File: src/rtl/vga_scanout.sv
// VGA 640x480@60 scanout: reads a 128x120 15-bit framebuffer through a 1-cycle-latency VRAM
// port, replicates each pixel 5x horizontally and 4x vertically, and drives the DAC pins.
module vga_scanout #(
    parameter int unsigned H_ACTIVE = 640,
    parameter int unsigned H_FP     = 16,
    parameter int unsigned H_SYNC   = 96,
    parameter int unsigned H_BP     = 48,
    parameter int unsigned V_ACTIVE = 480,
    parameter int unsigned V_FP     = 10,
    parameter int unsigned V_SYNC   = 2,
    parameter int unsigned V_BP     = 33,
    parameter int unsigned FB_W     = 128,
    parameter int unsigned FB_H     = 120,
    parameter int unsigned SCALE_X  = 5,
    parameter int unsigned SCALE_Y  = 4
) (
    input  logic        vclk,
    input  logic        rst,
    output logic [15:0] vaddr,
    input  logic [15:0] vout,
    output logic        vga_hs,
    output logic        vga_vs,
    output logic [4:0]  vga_r,
    output logic [4:0]  vga_g,
    output logic [4:0]  vga_b,
    output logic        vga_de,
    output logic        vblank,
    output logic        frame_start
);

    localparam int unsigned H_TOTAL = H_ACTIVE + H_FP + H_SYNC + H_BP;
    localparam int unsigned V_TOTAL = V_ACTIVE + V_FP + V_SYNC + V_BP;
    localparam int unsigned XSW     = (SCALE_X > 1) ? $clog2(SCALE_X) : 1;
    localparam int unsigned YSW     = (SCALE_Y > 1) ? $clog2(SCALE_Y) : 1;

    localparam logic [9:0] H_LAST     = 10'(H_TOTAL - 1);
    localparam logic [9:0] V_LAST     = 10'(V_TOTAL - 1);
    localparam logic [9:0] H_ACT      = 10'(H_ACTIVE);
    localparam logic [9:0] V_ACT      = 10'(V_ACTIVE);
    localparam logic [9:0] H_ADV_END  = 10'(H_ACTIVE - 1);
    localparam logic [9:0] V_ADV_END  = 10'(V_ACTIVE - 1);
    localparam logic [9:0] HS_START   = 10'(H_ACTIVE + H_FP);
    localparam logic [9:0] HS_END     = 10'(H_ACTIVE + H_FP + H_SYNC);
    localparam logic [9:0] VS_START   = 10'(V_ACTIVE + V_FP);
    localparam logic [9:0] VS_END     = 10'(V_ACTIVE + V_FP + V_SYNC);
    localparam logic [XSW-1:0] XSUB_LAST = XSW'(SCALE_X - 1);
    localparam logic [YSW-1:0] YSUB_LAST = YSW'(SCALE_Y - 1);
    localparam logic [6:0] XPIX_LAST  = 7'(FB_W - 1);
    localparam logic [6:0] YPIX_LAST  = 7'(FB_H - 1);

    logic [9:0]     hcnt, vcnt;
    logic [XSW-1:0] xsub;
    logic [YSW-1:0] ysub;
    logic [6:0]     xpix, ypix;
    logic           h_wrap, v_wrap, x_adv, y_adv;
    logic           active0, hs0, vs0;
    logic           active1, hs1, vs1;
    logic           unused_vout;

    assign unused_vout = vout[15];

    assign h_wrap = (hcnt == H_LAST);
    assign v_wrap = h_wrap && (vcnt == V_LAST);
    // Stopping one count early leaves the last pixel's address held through blanking.
    assign x_adv  = (hcnt < H_ADV_END);
    assign y_adv  = h_wrap && (vcnt < V_ADV_END);

    assign active0 = (hcnt < H_ACT) && (vcnt < V_ACT);
    assign hs0     = !((hcnt >= HS_START) && (hcnt < HS_END));
    assign vs0     = !((vcnt >= VS_START) && (vcnt < VS_END));

    assign vaddr       = {2'b00, ypix, xpix};
    assign vblank      = (vcnt >= V_ACT);
    assign frame_start = !rst && (hcnt == 10'd0) && (vcnt == 10'd0);

    always_ff @(posedge vclk or posedge rst) begin
        if (rst) begin
            hcnt <= '0;
            vcnt <= '0;
            xsub <= '0;
            xpix <= '0;
            ysub <= '0;
            ypix <= '0;
        end else begin
            hcnt <= h_wrap ? 10'd0 : hcnt + 10'd1;

            if (h_wrap) begin
                xsub <= '0;
                xpix <= '0;
            end else if (x_adv) begin
                if (xsub == XSUB_LAST) begin
                    xsub <= '0;
                    if (xpix != XPIX_LAST) xpix <= xpix + 7'd1;
                end else begin
                    xsub <= xsub + XSW'(1);
                end
            end

            if (h_wrap) vcnt <= v_wrap ? 10'd0 : vcnt + 10'd1;

            if (v_wrap) begin
                ysub <= '0;
                ypix <= '0;
            end else if (y_adv) begin
                if (ysub == YSUB_LAST) begin
                    ysub <= '0;
                    if (ypix != YPIX_LAST) ypix <= ypix + 7'd1;
                end else begin
                    ysub <= ysub + YSW'(1);
                end
            end
        end
    end

    // Stage 1 lines timing up with the registered VRAM read; stage 2 drives the pins.
    always_ff @(posedge vclk or posedge rst) begin
        if (rst) begin
            active1 <= 1'b0;
            hs1     <= 1'b1;
            vs1     <= 1'b1;
            vga_hs  <= 1'b1;
            vga_vs  <= 1'b1;
            vga_de  <= 1'b0;
            vga_r   <= '0;
            vga_g   <= '0;
            vga_b   <= '0;
        end else begin
            active1 <= active0;
            hs1     <= hs0;
            vs1     <= vs0;
            vga_hs  <= hs1;
            vga_vs  <= vs1;
            vga_de  <= active1;
            vga_r   <= active1 ? vout[14:10] : 5'd0;
            vga_g   <= active1 ? vout[9:5]   : 5'd0;
            vga_b   <= active1 ? vout[4:0]   : 5'd0;
        end
    end

endmodule

File: config.mk
export PLATFORM = sky130hd
export DESIGN_NAME = vga_scanout
export DESIGN_NICKNAME = d
export VERILOG_FILES = /design/src/rtl/vga_scanout.sv
export SDC_FILE = /design/constraint.sdc
export NUM_CORES = 1
export LEC_CHECK = 0
export CORE_MARGIN = 2
export CORE_UTILIZATION = 40
export CTS_BUF_LIST = sky130_fd_sc_hd__clkbuf_4
export CTS_CLUSTER_SIZE = 30
export DETAILED_ROUTE_END_ITERATION = 10
export GPL_TIMING_DRIVEN = 1
export HOLD_SLACK_MARGIN = 0.08
export SKIP_LAST_GASP = 1
export SYNTH_ARGS = -nofsm -noshare
export SYNTH_HDL_FRONTEND = slang
export SYNTH_SLANG_ARGS = --single-unit
File: constraint.sdc
create_clock -name vclk -period 2.2 [get_ports vclk]
set_input_delay 0.44 -clock vclk [delete_from_list [all_inputs] [get_ports vclk]]
set_output_delay 0.44 -clock vclk [all_outputs]
set_load 0.02 [all_outputs]
**Word-level counts from Yosys, hierarchy flattened**

Cells that the tools add are included.

- Bits of input ports: 18
- Register bits: 60
- Word-level logic and storage cells: 75
- Output and inout bits: 36

- Add/subtract/negate cells: 6
- $lt $le $gt $ge: 9
- Reduce and logical (&&, ||, !) cells: 20
- Muxes and demuxes: 19
- Equality and inequality tests: 6

Operator list:

| operator | count |
|---|---|
| $mux W7 | 8 |
| $lt A10 B10 Y1 const B | 3 |
| $lt A10 B9 Y1 const B | 3 |
| $add A10 B1 Y10 const B | 2 |
| $eq A10 B10 Y1 const B | 2 |
| $ge A10 B9 Y1 const B | 2 |
| $logic_not A10 Y1 | 2 |
| $mux W10 | 2 |
| $mux W5 | 3 |
| $add A7 B1 Y7 const B | 2 |
| $ne A7 B7 Y1 const B | 2 |
| $reduce_bool A2 Y1 | 6 |
| $ge A10 B10 Y1 const B | 1 |
| $mux W3 | 3 |
| $logic_and A1 B1 Y1 | 7 |
| $mux W2 | 3 |
| $reduce_and A3 Y1 | 2 |
| $add A3 B1 Y3 const B | 1 |
| $eq A3 B3 Y1 const B | 1 |
| $logic_not A1 Y1 | 3 |
| $add A2 B1 Y2 const B | 1 |
| $eq A2 B2 Y1 const B | 1 |

**Longest topological paths before layout**

Gate-level depths: netlist of run 1.

- Word-level depth: 5
- Mapped depth: 7
- Depth with buffers taken out: 6

**Least setup slack after synthesis of run 1**

OpenSTA, ideal clock, no wires.

- Path kind: reg-to-output
- Start: register hcnt[2]
- End: output frame_start
- Required time: 1.760 ns
- Setup slack: 0.008 ns
- Stages on the path, launching flop included: 5
- Arrival time: 1.752 ns
- Buffers on the path: 0
- Cell sequence: dfrtp_1 or4_1 nor4b_2 nand4_1 nor4_2

- Word-level cells in the longest chain between the ends: 3

RTL lines:

| what | line | text |
|---|---|---|
| from (decl) | 51 | `logic [9:0] hcnt, vcnt;` |
| from (signal assigned) | 85 | `hcnt <= h_wrap ? 10'd0 : hcnt + 10'd1;` |
| $logic_not A10 Y1 | 74 | `assign frame_start = !rst && (hcnt == 10'd0) && (vcnt == 10'd0);` |
| $logic_and A1 B1 Y1 (2 in series) | 74 |  |
| to (decl) | 28 | `output logic frame_start` |

Every way passes these cells.

**Final worst setup path of run 1**

- Start: register vcnt[3]
- End: output frame_start

- Word-level cells in the longest chain between the ends: 2

RTL lines:

| what | line | text |
|---|---|---|
| from (decl) | 51 |  |
| from (signal assigned) | 99 | `if (h_wrap) vcnt <= v_wrap ? 10'd0 : vcnt + 10'd1;` |
| $logic_not A10 Y1 | 74 |  |
| $logic_and A1 B1 Y1 | 74 |  |

Every way passes these cells.

==> flow_metrics.env, run 1 <==
export IMPL_crit_required_ns=1.76
export IMPL_synth_flop_cell="dfrtp_1"
export IMPL_insertion_delay_ns=0.40
export IMPL_final_nets=380
export IMPL_grt_overflow=0
export IMPL_path_delay_family="simple AND/OR/NAND/NOR gates"
export IMPL_cp_end_kind="output pin"
export IMPL_global_route_usage_met3_pct=3.69
export IMPL_ir_worst_vdd_mv=0.194
export IMPL_hold_viol=0
export IMPL_status="finished with violations"
export IMPL_pwr_share_seq_pct=50.3
export IMPL_switching_power_uw=478
export IMPL_die_width_microns=89.8
export IMPL_place_hpwl_mm=4.40
export IMPL_path_max_fanout=2
export IMPL_drv_slew=0
export IMPL_vias=2322
export IMPL_drt_pass1_iter_count=4
export IMPL_synth_cells=276
export IMPL_synth_top_area_share_pct=47.6
export IMPL_busiest_layer="met2"
export IMPL_grt_met2_usage_pct=25.7
export IMPL_area_growth_pct=32.3
export IMPL_boundaryPins=54
export IMPL_clkPwrFrac_pct=44.6
export IMPL_synth_area_top_cells="dfrtp_1 (48%), ha_1 (4.2%), and2_1 (3.6%)"
export IMPL_setup_violations=1
export IMPL_synth_common_cells="dfrtp_1 (56), nand3_1 (19), nand2_1 (18)"
export IMPL_rows=31
export IMPL_synth_edf_count=0
export IMPL_ys_seq_area_share_pct=51.1
export IMPL_dieArea_sq_um=8070
export IMPL_cts_tree="built"
export IMPL_crit_slowest_cell="or4_4"
export IMPL_grt_max_degree=38
export IMPL_cts_setup_buffers=0
export IMPL_combPwrFrac_pct=5.0
export IMPL_fillers=645
export IMPL_fmax_mhz=400
export IMPL_use_met1_pct=22.9
export IMPL_drt_iter0_drc=96
export IMPL_first_global_vias=2285
export IMPL_clock_sinks=60
export IMPL_start_util_pct=41.1
export IMPL_layout_min_cycle_time_ns=2.50
export IMPL_fin_area_sq_um=3900
export IMPL_antenna_found_initial=0
export IMPL_synth_top_area_cell="dfrtp_1"
export IMPL_grt_pass1_wl_mm=11.0
export IMPL_synth_warnings=0
export IMPL_n_antenna_cell=0
export IMPL_grt_usage_pct=16.8
export IMPL_power_leakage_uw=0.00169
export IMPL_port_buffers=50
export IMPL_placed_cells=440
export IMPL_drt_total_wl_mm=6.32
export IMPL_max_stage_delay_ns=0.54
export IMPL_avgSynthCellArea_sq_um=10.7
export IMPL_clock_skew_ns=0.0172
export IMPL_clockBufferDepth=2
export IMPL_path_class="reg2out"
export IMPL_sw_frac_of_total_pct=21.5
export IMPL_postCtsHoldBufs=0
export IMPL_post_dp_cell_area_sq_um=3710
export IMPL_viasPerCell=5.09
export IMPL_fp_dieH_microns=89.8
export IMPL_cts_made_buffers=9
export IMPL_wl_per_cell_microns=13.8
export IMPL_crit_buf_inv=1
export IMPL_synthArstFlopShare_pct=100
export IMPL_clkTransAtPathRegs_ns=0.11
export IMPL_finalCritPeriodShare_pct=114
export IMPL_synth_seq_cells=60
export IMPL_finalPower_uw=2220
export IMPL_fin_cells=456
export IMPL_cp_start_kind="register"
export IMPL_antenna_left=0
export IMPL_synthesis_area_sq_um=2950
export IMPL_yosysMostFrequentCell="dfrtp_1"
export IMPL_htreeDepth=3
export IMPL_drive_above_1_share_pct=17.4
export IMPL_drv_cap=0
export IMPL_drt_drc_violations_left=0
export IMPL_fin_ws_ns=-0.299
export IMPL_internal_power_uw=1750
export IMPL_hp_class="reg2reg"
export IMPL_cts_root_buf="clkbuf_4"
export IMPL_grt_setup_unrepaired="yes"
export IMPL_cp_arrival_ns=2.06
export IMPL_setup_tns_ns=-0.299
export IMPL_violations="setup timing"
export IMPL_cp_cell_sequence="or4_4 > nor4b_4 > nand4_1 > nor4_2 > buf_4"
export IMPL_coreArea_sq_um=7180
export IMPL_gp_congestion=0.795
export IMPL_power_density_nw_per_um2=570
export IMPL_holdWs_ns=0.363
export IMPL_synth_distinct_cells=52
==> through the flow <==
stage                     utilization [%]  setup WS [ns]
after floorplan                         -        0.00763
after global placement               51.7         -0.446
after detailed placement             51.7         -0.452
after CTS                            54.3         -0.368
after global routing                 54.3         -0.413
final                                54.3         -0.299
==> routing by layer <==
metal  share of wire, %  vias up
li1                   -     1153
met1                 50     1114
met2                 45       43
met3                3.2       12
met4                2.3        0
met5                  0        -
==> power groups by stage <==
stage	combinational [uW]	clock (uW)	sequential (uW)
3_3_place_gp	114	0	1140
2_1_floorplan	31.1	0	1160
4_1_cts	115	1020	1120
6_report	111	992	1120
3_5_place_dp	114	0	1140
5_1_grt	122	1060	1120
==> cell families after synthesis <==
family	share of synthesized area, %
other	0.127
flip-flops	51.1
adder cells (fa/ha/maj)	4.25
AND/OR/NAND/NOR	24.1
multiplexers	2.72
AO/OA/AOI/OAI	10.5
XOR/XNOR	3.86
buffers and inverters	3.27
==> cells in the final DEF (no fill, tap or decap), types with 4 or more instances in the layout <==
cell type	n
mux2i_1	8
nor3_2	4
nor3_1	4
clkbuf_4	9
nor2_1	14
nand4_1	6
inv_1	8
ha_1	10
and2_1	17
xnor2_1	6
buf_4	27
and3_1	5
nor4_1	5
dfrtp_1	56
clkdlybuf4s50_1	48
nand2_1	18
or4_1	4
o21ai_0	14
nand3_1	19
dfstp_2	4
xor2_1	7
a21oi_1	10
==> cell type report <==
type | count | area (sq um) | share of cell area [%]
Clock inverter | 7 | 115 | 2.95
Timing Repair Buffer | 76 | 692 | 17.7
Inverter | 9 | 33.8 | 0.866
Tap cell | 99 | 124 | 3.18
Multi-Input combinational cell | 196 | 1360 | 34.9
Sequential cell | 60 | 1510 | 38.6
Clock buffer | 9 | 67.6 | 1.73
==> flip-flops by register name, summed over array words and instances (netlist names) <==
signal / count
active1: 1
vs1: 1
vga_r: 5
vga_vs: 1
ypix: 7
vcnt: 10
ysub: 2
hs1: 1
hcnt: 10
vga_hs: 1
vga_b: 5
xsub: 3
vga_de: 1
xpix: 7
vga_g: 5
==> path summary, 6_finish.rpt <==
| check | endpoint | cells after the start | startpoint | slack, ns |
|---|---|---|---|---|
| max | frame_start | 5 | vcnt[3] | -0.30 |
| min | vga_vs | 0 | vs1 | 0.36 |
| max reg2reg | ysub[0] | 6 | hcnt[0] | 0.14 |
| min reg2reg | vga_vs | 0 | vs1 | 0.36 |
| max in group asynchronous | xpix[3] | 3 | rst | 1.31 |
| min in group asynchronous | vcnt[2] | 3 | rst | 0.49 |
==> timing repair <==
item / CTS / global route
resized for setup: 8 / 1
endpoints found under the setup margin: 2 / 1
pin swaps: 3 / 0
(Power assumes the default switching activity.)
==> run 2, diff against run 1 <==
CORE_MARGIN = unset   (was 2)
SLEW_MARGIN = 5   (was unset)
==> flow_metrics.env, run 2 (synthesized netlist as in run 1, its figures left out) <==
export IMPL_dieArea_sq_um=7710
export IMPL_grt_max_degree=61
export IMPL_crit_required_ns=1.76
export IMPL_finalCritPeriodShare_pct=117
export IMPL_largestRegisters="hcnt: 10 flops, vcnt: 10 flops"
export IMPL_slew_limit_headroom_pct=67.0
export IMPL_layout_min_cycle_time_ns=2.57
export IMPL_placed_cells=435
export IMPL_endpoint="frame_start"
export IMPL_fin_util_pct=56.2
export IMPL_cp_cell_sequence="or4_4 > nor4b_4 > nand4_1 > nor4_2 > buf_4"
export IMPL_fin_ws_ns=-0.375
export IMPL_crit_path_start="hcnt[5]"
export IMPL_grt_usage_pct=18.6
export IMPL_final_nets=379
export IMPL_clockBufferDepth=2
export IMPL_cp_start_kind="register"
export IMPL_grt_pass1_wl_mm=10.8
export IMPL_drv_cap=0
export IMPL_htreeDepth=3
export IMPL_clock_skew_ns=0.0141
export IMPL_viasPerCell=5.10
export IMPL_violations="setup timing"
export IMPL_fmax_mhz=388
export IMPL_area_growth_pct=32.4
export IMPL_wl_per_cell_microns=13.9
export IMPL_crit_slowest_cell="or4_4"
export IMPL_cp_end_kind="output pin"
export IMPL_final_cell_mix="dfrtp_1 (56), clkdlybuf4s50_1 (48), buf_4 (25)"
export IMPL_gp_congestion=0.844
export IMPL_place_hpwl_mm=4.28
export IMPL_boundaryPins=54
export IMPL_n_antenna_cell=0
export IMPL_first_global_vias=2234
export IMPL_pre_cts_ws_ns=-0.504
export IMPL_tightest_slew_ns=0.490
export IMPL_drt_iter0_drc=141
export IMPL_grt_overflow=0
export IMPL_postCtsHoldBufs=0
export IMPL_grt_setup_unrepaired="yes"
export IMPL_antenna_found_initial=0
export IMPL_cts_root_buf="clkbuf_4"
export IMPL_fin_cells=452
export IMPL_fp_dieH_microns=87.8
export IMPL_ir_worst_vdd_mv=0.371
export IMPL_drive_above_1_share_pct=17.4
export IMPL_path_class="reg2out"
export IMPL_r2r_slack_ns=0.18
export IMPL_status="finished with violations"
export IMPL_clkTransAtPathRegs_ns=0.09
export IMPL_drv_slew=0
export IMPL_drt_total_wl_mm=6.30
export IMPL_power_density_nw_per_um2=569
export IMPL_drt_drc_violations_left=0
export IMPL_power_leakage_uw=0.00169
export IMPL_coreArea_sq_um=6940
export IMPL_rows=30
export IMPL_cp_arrival_ns=2.13
export IMPL_start_util_pct=42.4
export IMPL_path_max_fanout=2
export IMPL_reg2reg_from="vcnt[0]"
export IMPL_setup_violations=1
export IMPL_die_width_microns=87.8
export IMPL_finalPower_uw=2220
export IMPL_antenna_left=0
export IMPL_cts_tree="built"
export IMPL_hp_class="reg2reg"
export IMPL_rr_endpoint="ypix[3]"
export IMPL_ff2ff_path_depth=6
export IMPL_holdWs_ns=0.359
export IMPL_vias=2304
export IMPL_drt_pass1_iter_count=4
export IMPL_mostFrequentLayoutCell="dfrtp_1"
export IMPL_hold_viol=0
export IMPL_clock_sinks=60
export IMPL_insertion_delay_ns=0.41
export IMPL_fillers=607
export IMPL_port_buffers=50
export IMPL_max_stage_delay_ns=0.55
export IMPL_cts_made_buffers=9
==> run 2: final cells by class <==
cell class	count	area, sq um	area share (%)
Tap cell	96	120	3.08
Clock buffer	9	67.6	1.73
Sequential cell	60	1510	38.6
Timing Repair Buffer	75	697	17.9
Multi-Input combinational cell	196	1360	34.9
Inverter	9	33.8	0.866
Clock inverter	7	115	2.95
==> run 2: worst min path at each step <==
stage,start,endpoint,cells past startpoint
floorplan,hs1,vga_hs,0
CTS,hs1,vga_hs,0
detailed placement,hs1,vga_hs,0
finish,hs1,vga_hs,0
global placement,hs1,vga_hs,0
global route,hs1,vga_hs,0
==> run 2: critical path, delay by kind of cell, from the launching register on <==
| kind | cells | cell delay (ns) |
|---|---|---|
| and+or+nand+nor | 4 | 1.18 |
| DFF | 1 | 0.39 |
| buffers and inverters | 1 | 0.18 |
==> run 2: metal layers <==
metal	track usage (%)	up-vias	part of all wire [%]
met2	28.2	60	45
li1	-	1140	-
met3	5.18	6	5.2
met5	0	-	0
met1	25.0	1098	49
met4	8.05	0	1.2
==> run 2: repair_timing <==
action / 4_1_cts / 5_1_grt
resized for setup: 9 / 0
pin swaps: 4 / 1
setup endpoints to repair: 2 / 1
setup buffers: 1 / 0
==> run 2: power breakdown <==
part / total [uW] / leakage, uW / switching (uW) / internal (uW)
Sequential: 1120 / 0.000751 / 3.29 / 1120
Clock: 985 / 0.0000919 / 414 / 571
Combinational: 113 / 0.000843 / 54.3 / 58.9
==> run 2: metrics by stage <==
stage,instance area (sq um),TNS (ns)
after global routing,3900,-0.504
final,3900,-0.375
after floorplan,2950,0
after global placement,3700,-0.475
after detailed placement,3700,-0.504
after CTS,3900,-0.412
==> run 3, diff against run 2 <==
ABC_AREA = 0   (was unset)
==> results of run 3 <==
No change in the layout: final DEF, timing and power equal those of run 2.
==> patch 1, RTL diff (config.mk and constraints of run 1) <==
Reset style: synchronous (`rst`), changed in 2 clocked blocks.
--- a/src/rtl/vga_scanout.sv
+++ b/src/rtl/vga_scanout.sv
@@ -75,3 +75,3 @@
 
-    always_ff @(posedge vclk or posedge rst) begin
+    always_ff @(posedge vclk) begin
         if (rst) begin
@@ -115,3 +115,3 @@
     // Stage 1 lines timing up with the registered VRAM read; stage 2 drives the pins.
-    always_ff @(posedge vclk or posedge rst) begin
+    always_ff @(posedge vclk) begin
         if (rst) begin
Formal check against the unedited RTL: differs if rst is asserted again (counterexample within 4 cycles, from zero or initial values and one cycle with rst high); with rst held inactive, the same outputs for 10 cycles.
==> patch 1 against run 1 <==
- area after synthesis down 13%
- setup slack improved by 0.38 ns
- critical path type unchanged
- count of clock-buffer cells in the layout unchanged
- cell area down 11%
- sequential cell count is the same
- wire length down 18%
- power is 12% lower
- fmax rose by 18%
==> patch 1: results (changes against run 1) <==
STA
  • Worst Clk Skew: 0.0244 ns (+0.00721 ns)

Global routing
  • M2 GR Usage: 23.7% (-2.0 points)
  • Gr ovfl total: 0 (unchanged)
  • First-pass GRT wire length: 8400 um (-23%)
  • GRT Overall Usage: 15.0% (-1.8 points)
  • Met1 Use GR: 18.1% (-4.8 points)
  • Met3 Usage GRT: 3.96% (+0.27 points)
  • Vias in the first global route: 1883 (-18%)
  • Largest net degree at the start of global routing: 17 (-55%)

Place
  • Placer Congestion: 0.798 (+0.44%)
  • Placed cell areas: 3310 sq um (-11%)
  • DP Wirelength: 3770 um (-14%)

Finish
  • Final-stage net count: 377 (-0.79%)
  • Buffering overhead: 20.5% (+2.8 points)
  • Layout fillers: 566 (-12%)
  • Clock network area share: 3.41% (-1.3 points)
  • Finished Cell Area: 3480 sq um (-11%)
  • Fraction of layout cells with a size suffix above 1: 18.1% (+0.71 points)
  • Area occupied by registers: 1210 sq um (-20%)
  • Multi-input gate area: 1320 sq um (-3.2%)
  • Seq_cells: 60 (unchanged)
  • Invs w/o clock: 8 (-1)
  • Multi-input gates: 191 (-2.6%)

Critical path
  • Worst r2r src: hcnt[0]$_SDFF_PP0_
  • Worst R2R Setup Slack: 0.22 ns (+0.08 ns)
  • Crit path launch: hcnt[8]$_SDFF_PP0_
  • Critical Path AT: 1.68 ns (-0.38 ns)
  • Worst R2R End: ypix[6]$_SDFFE_PP0P_
  • R2R cell count: 7 (+1)
  • Slowest Stage Delay on Critical Path: 0.54 ns (about the same)

Routing
  • DR WL met3: 179 um (-13%)
  • Iter 0 DRT Violations: 62 (-35%)
  • Routed wl met2: 2510 um (-11%)
  • Drt wl/cell: 12.0 um (-13%)
  • Vias per Instance: 4.89 (-4.0%)

Min path
  • Hold_sp: vs1$_SDFF_PP1_
  • Hold endpoint: vga_vs$_SDFF_PP1_

Logic synthesis
  • Synth Area in Compound Gates: 6.43% (-4.1 points)
  • Top cells by area, synth: dfxtp_1, nor2_1, xor2_1
  • Post-Synth Adder-Cell Area: 4.87% (+0.63 points)
  • Async S/R FF share, synth: 0% (-100 points)
  • Primary FF master, synth: dfxtp_1
  • Register area share after synthesis: 46.8% (-4.3 points)
  • Most frequent cells after synthesis: dfxtp_1, nor2_1, and2_1, nand2_1, xor2_1
  • Yosys cell types: 44 (-15%)
  • Post-synthesis mux area share: 1.56% (-1.2 points)

Power
  • Max VDD drop: 0.000308 V (+59%)
  • LEAKAGE: 1.39 nW (-18%)
  • Cell Int Power: 1.44 mW (-18%)
  • Clk pwr share: 33.8% (-11 points)
  • Register share of total power: 57.5% (+7.2 points)

Outcome
  • Status: finished, final reports clean
[patch 1: changes by cell type after synthesis, sizes merged, moves of 7 or more]
cell / change
nor2: +23
o21ai: -14
dfxtp: +60
dfrtp: -56
nand3: -7
xor2: +8
[patch 1: what timing repair did]
item | in CTS | in global routing
cloned | 0 | 0
gates resized for setup | 9 | 12
endpoints found under the setup margin | 2 | 1
pin swaps | 0 | 4
[patch 1: cell families (layout without fill, tap and decap cells)]
kind of cell    after synthesis  after routing
other cells                   1              2
compound gates               21             21
xor+xnor                     25             25
simple gates                129            129
fa+ha+maj                    10             10
flops                        60             60
buf+inv                      21            103
mux                           4              4
[patch 1: metrics by stage]
step	hold slack [ns]	power [mW]	std cells	utilization, %	worst slack, ns
6_report	0.416	1.95	431	55.5	0.0829
2_1_floorplan	0.389	1.23	272	-	0.206
4_1_cts	0.418	1.98	431	54.8	-0.0290
3_5_place_dp	0.392	1.31	415	52.7	-0.413
5_1_grt	0.435	2.05	431	55.5	-0.00191
3_3_place_gp	0.394	1.30	415	52.7	-0.377
==> patch 2, RTL diff (settings of run 1) <==
Without the edit above. The parameter `SCALE_X` goes from 5 to 10.
--- a/src/rtl/vga_scanout.sv
+++ b/src/rtl/vga_scanout.sv
@@ -13,3 +13,3 @@
     parameter int unsigned FB_H     = 120,
-    parameter int unsigned SCALE_X  = 5,
+    parameter int unsigned SCALE_X  = 10,
     parameter int unsigned SCALE_Y  = 4
Behaviour: not the same (a bounded check fails within 10 cycles, from zero or initial values and one cycle with rst high).
==> patch 2 against run 1 <==
- the flow still finishes with violations (negative setup slack)
- largest cell class unchanged
- power fell by 11%
- wire length rose by 6.0%
- area after synthesis fell by 0.13%
- sequential cell count rose by 1
- critical path type unchanged
- clock skew rose by 0.0019 ns
- die area fell by 0.11%
- highest routed layer unchanged
- cell area rose by 1.6%
- setup slack improved by 0.30 ns
==> patch 2: results (changes against run 1) <==
STA
  • Setup TNS: -0.00359 ns (+0.296 ns)
  • Finish-stage setup viols: 1 (unchanged)
  • Worst Clk Skew: 0.0191 ns (+0.00191 ns)
  • Final worst setup slack: -0.00359 ns (+0.296 ns)

Place
  • Placed cell areas: 3820 sq um (+2.9%)
  • Cells after DPL: 461 (+4.8%)

Finish
  • Final-stage net count: 401 (+5.5%)
  • P&R area growth vs syn: 34.6%
  • Fraction of layout cells with a size suffix above 1: 17.5% (+0.14 points)

Global routing
  • Vias in the first global route: 2343 (+2.5%)
  • Largest net degree at the start of global routing: 32 (-16%)
  • GRT Overall Usage: 17.4% (+0.64 points)
  • First-pass GRT wire length: 11300 um (+3.3%)

Logic synthesis
  • Top cells by area, synth: dfrtp_1, ha_1, and2_1
  • Post-Syn Instances: 290 (+5.1%)
  • Register area share after synthesis: 52.0% (+0.92 points)
  • Yosys cell types: 42 (-19%)

Critical path
  • Worst R2R Setup Slack: 0.05 ns (-0.09 ns)
  • CP Max Fanout: 3 (+1)
  • Slowest Stage Delay on Critical Path: 0.52 ns (-0.02 ns)
  • Critical path's slowest cell: or4_1

Routing
  • Iter 0 DRT Violations: 140 (+46%)
  • Vias per Instance: 5.14 (+0.91%)
  • Drt wl/cell: 14.1 um (+1.5%)

Outcome
  • Failing checks: negative setup slack
  • Status: complete, but fails checks

Power
  • Sw frac: 23.4% (+1.9 points)
  • Max VDD drop: 0.000270 V (+39%)
  • LEAKAGE: 1.70 nW (+0.45%)

Min path
  • Hold Crit Class: in2async
[patch 2: cell types whose count changed after synthesis, sizes merged, moves of 4 or more]
cell    before  now
a21oi       10   16
clkbuf       4   10
inv          9   13
nand3       20   14
nor3         9    5
nor4         6   11
or3          1    8
[patch 2: layer usage]
| layer | wire length (um) | GRT usage (%) |
|---|---|---|
| met1 | 3250 | 23.7 |
| met2 | 3140 | 27.6 |
| met3 | 167 | 2.77 |
| met4 | 133 | 7.95 |
| met5 | 0 | 0 |
[patch 2: worst paths after layout]
kind,end,start,depth (start not counted)
min in group vclk,vga_vs$_DFF_PP1_,vs1$_DFF_PP1_,0
worst max-delay path,frame_start,hcnt[4]$_DFF_PP0_,3
worst min-delay path,vcnt[8]$_DFFE_PP0N_,rst,2
max in group asynchronous,vga_hs$_DFF_PP1_,rst,3
worst min register to register,vga_vs$_DFF_PP1_,vs1$_DFF_PP1_,0
worst max register to register,ypix[5]$_DFFE_PP0P_,hcnt[6]$_DFF_PP0_,5
[patch 2: power groups by stage]
stage	logic, mW	clock network, mW	registers [mW]
2_1_floorplan	0.0313	0	1.18
3_3_place_gp	0.116	0	1.16
3_5_place_dp	0.117	0	1.16
4_1_cts	0.117	0.764	1.14
5_1_grt	0.124	0.809	1.14
6_report	0.115	0.736	1.14
[patch 2: stage by stage]
step | hold WS, ns | setup slack, ns | power, mW
global route | 0.372 | -0.0475 | 2.07
finish | 0.363 | -0.00359 | 1.99
floorplan | 0.345 | -0.00952 | 1.21
CTS | 0.354 | -0.0758 | 2.02
global placement | 0.346 | -0.297 | 1.28
detailed placement | 0.350 | -0.334 | 1.28
[patch 2: what timing repair did]
| item | in CTS | in global routing |
|---|---|---|
| pin swaps | 0 | 1 |
| setup endpoints to repair | 4 | 6 |
| resized for setup | 7 | 5 |
[patch 2: area by class of cell]
cell class / count / area share (%)
inverters: 13 / 1.23
well taps: 99 / 3.13
flip-flops and latches: 61 / 38.7
clock inverters: 6 / 1.39
repair buffers: 87 / 19.8
clock buffers: 9 / 1.71
multi-input cells: 201 / 34.1
[patch 2: kinds of logic (layout without fill, tap and decap cells)]
group / Yosys count / count (layout) / share of synthesized area (%)
compound gates: 55 / 55 / 11.2
buf+inv: 29 / 115 / 4.34
xor+xnor: 12 / 12 / 3.57
mux: 7 / 7 / 2.38
simple gates: 115 / 115 / 22.1
other cells: 1 / 2 / 0.127
flops: 61 / 61 / 52.0
fa+ha+maj: 10 / 10 / 4.25
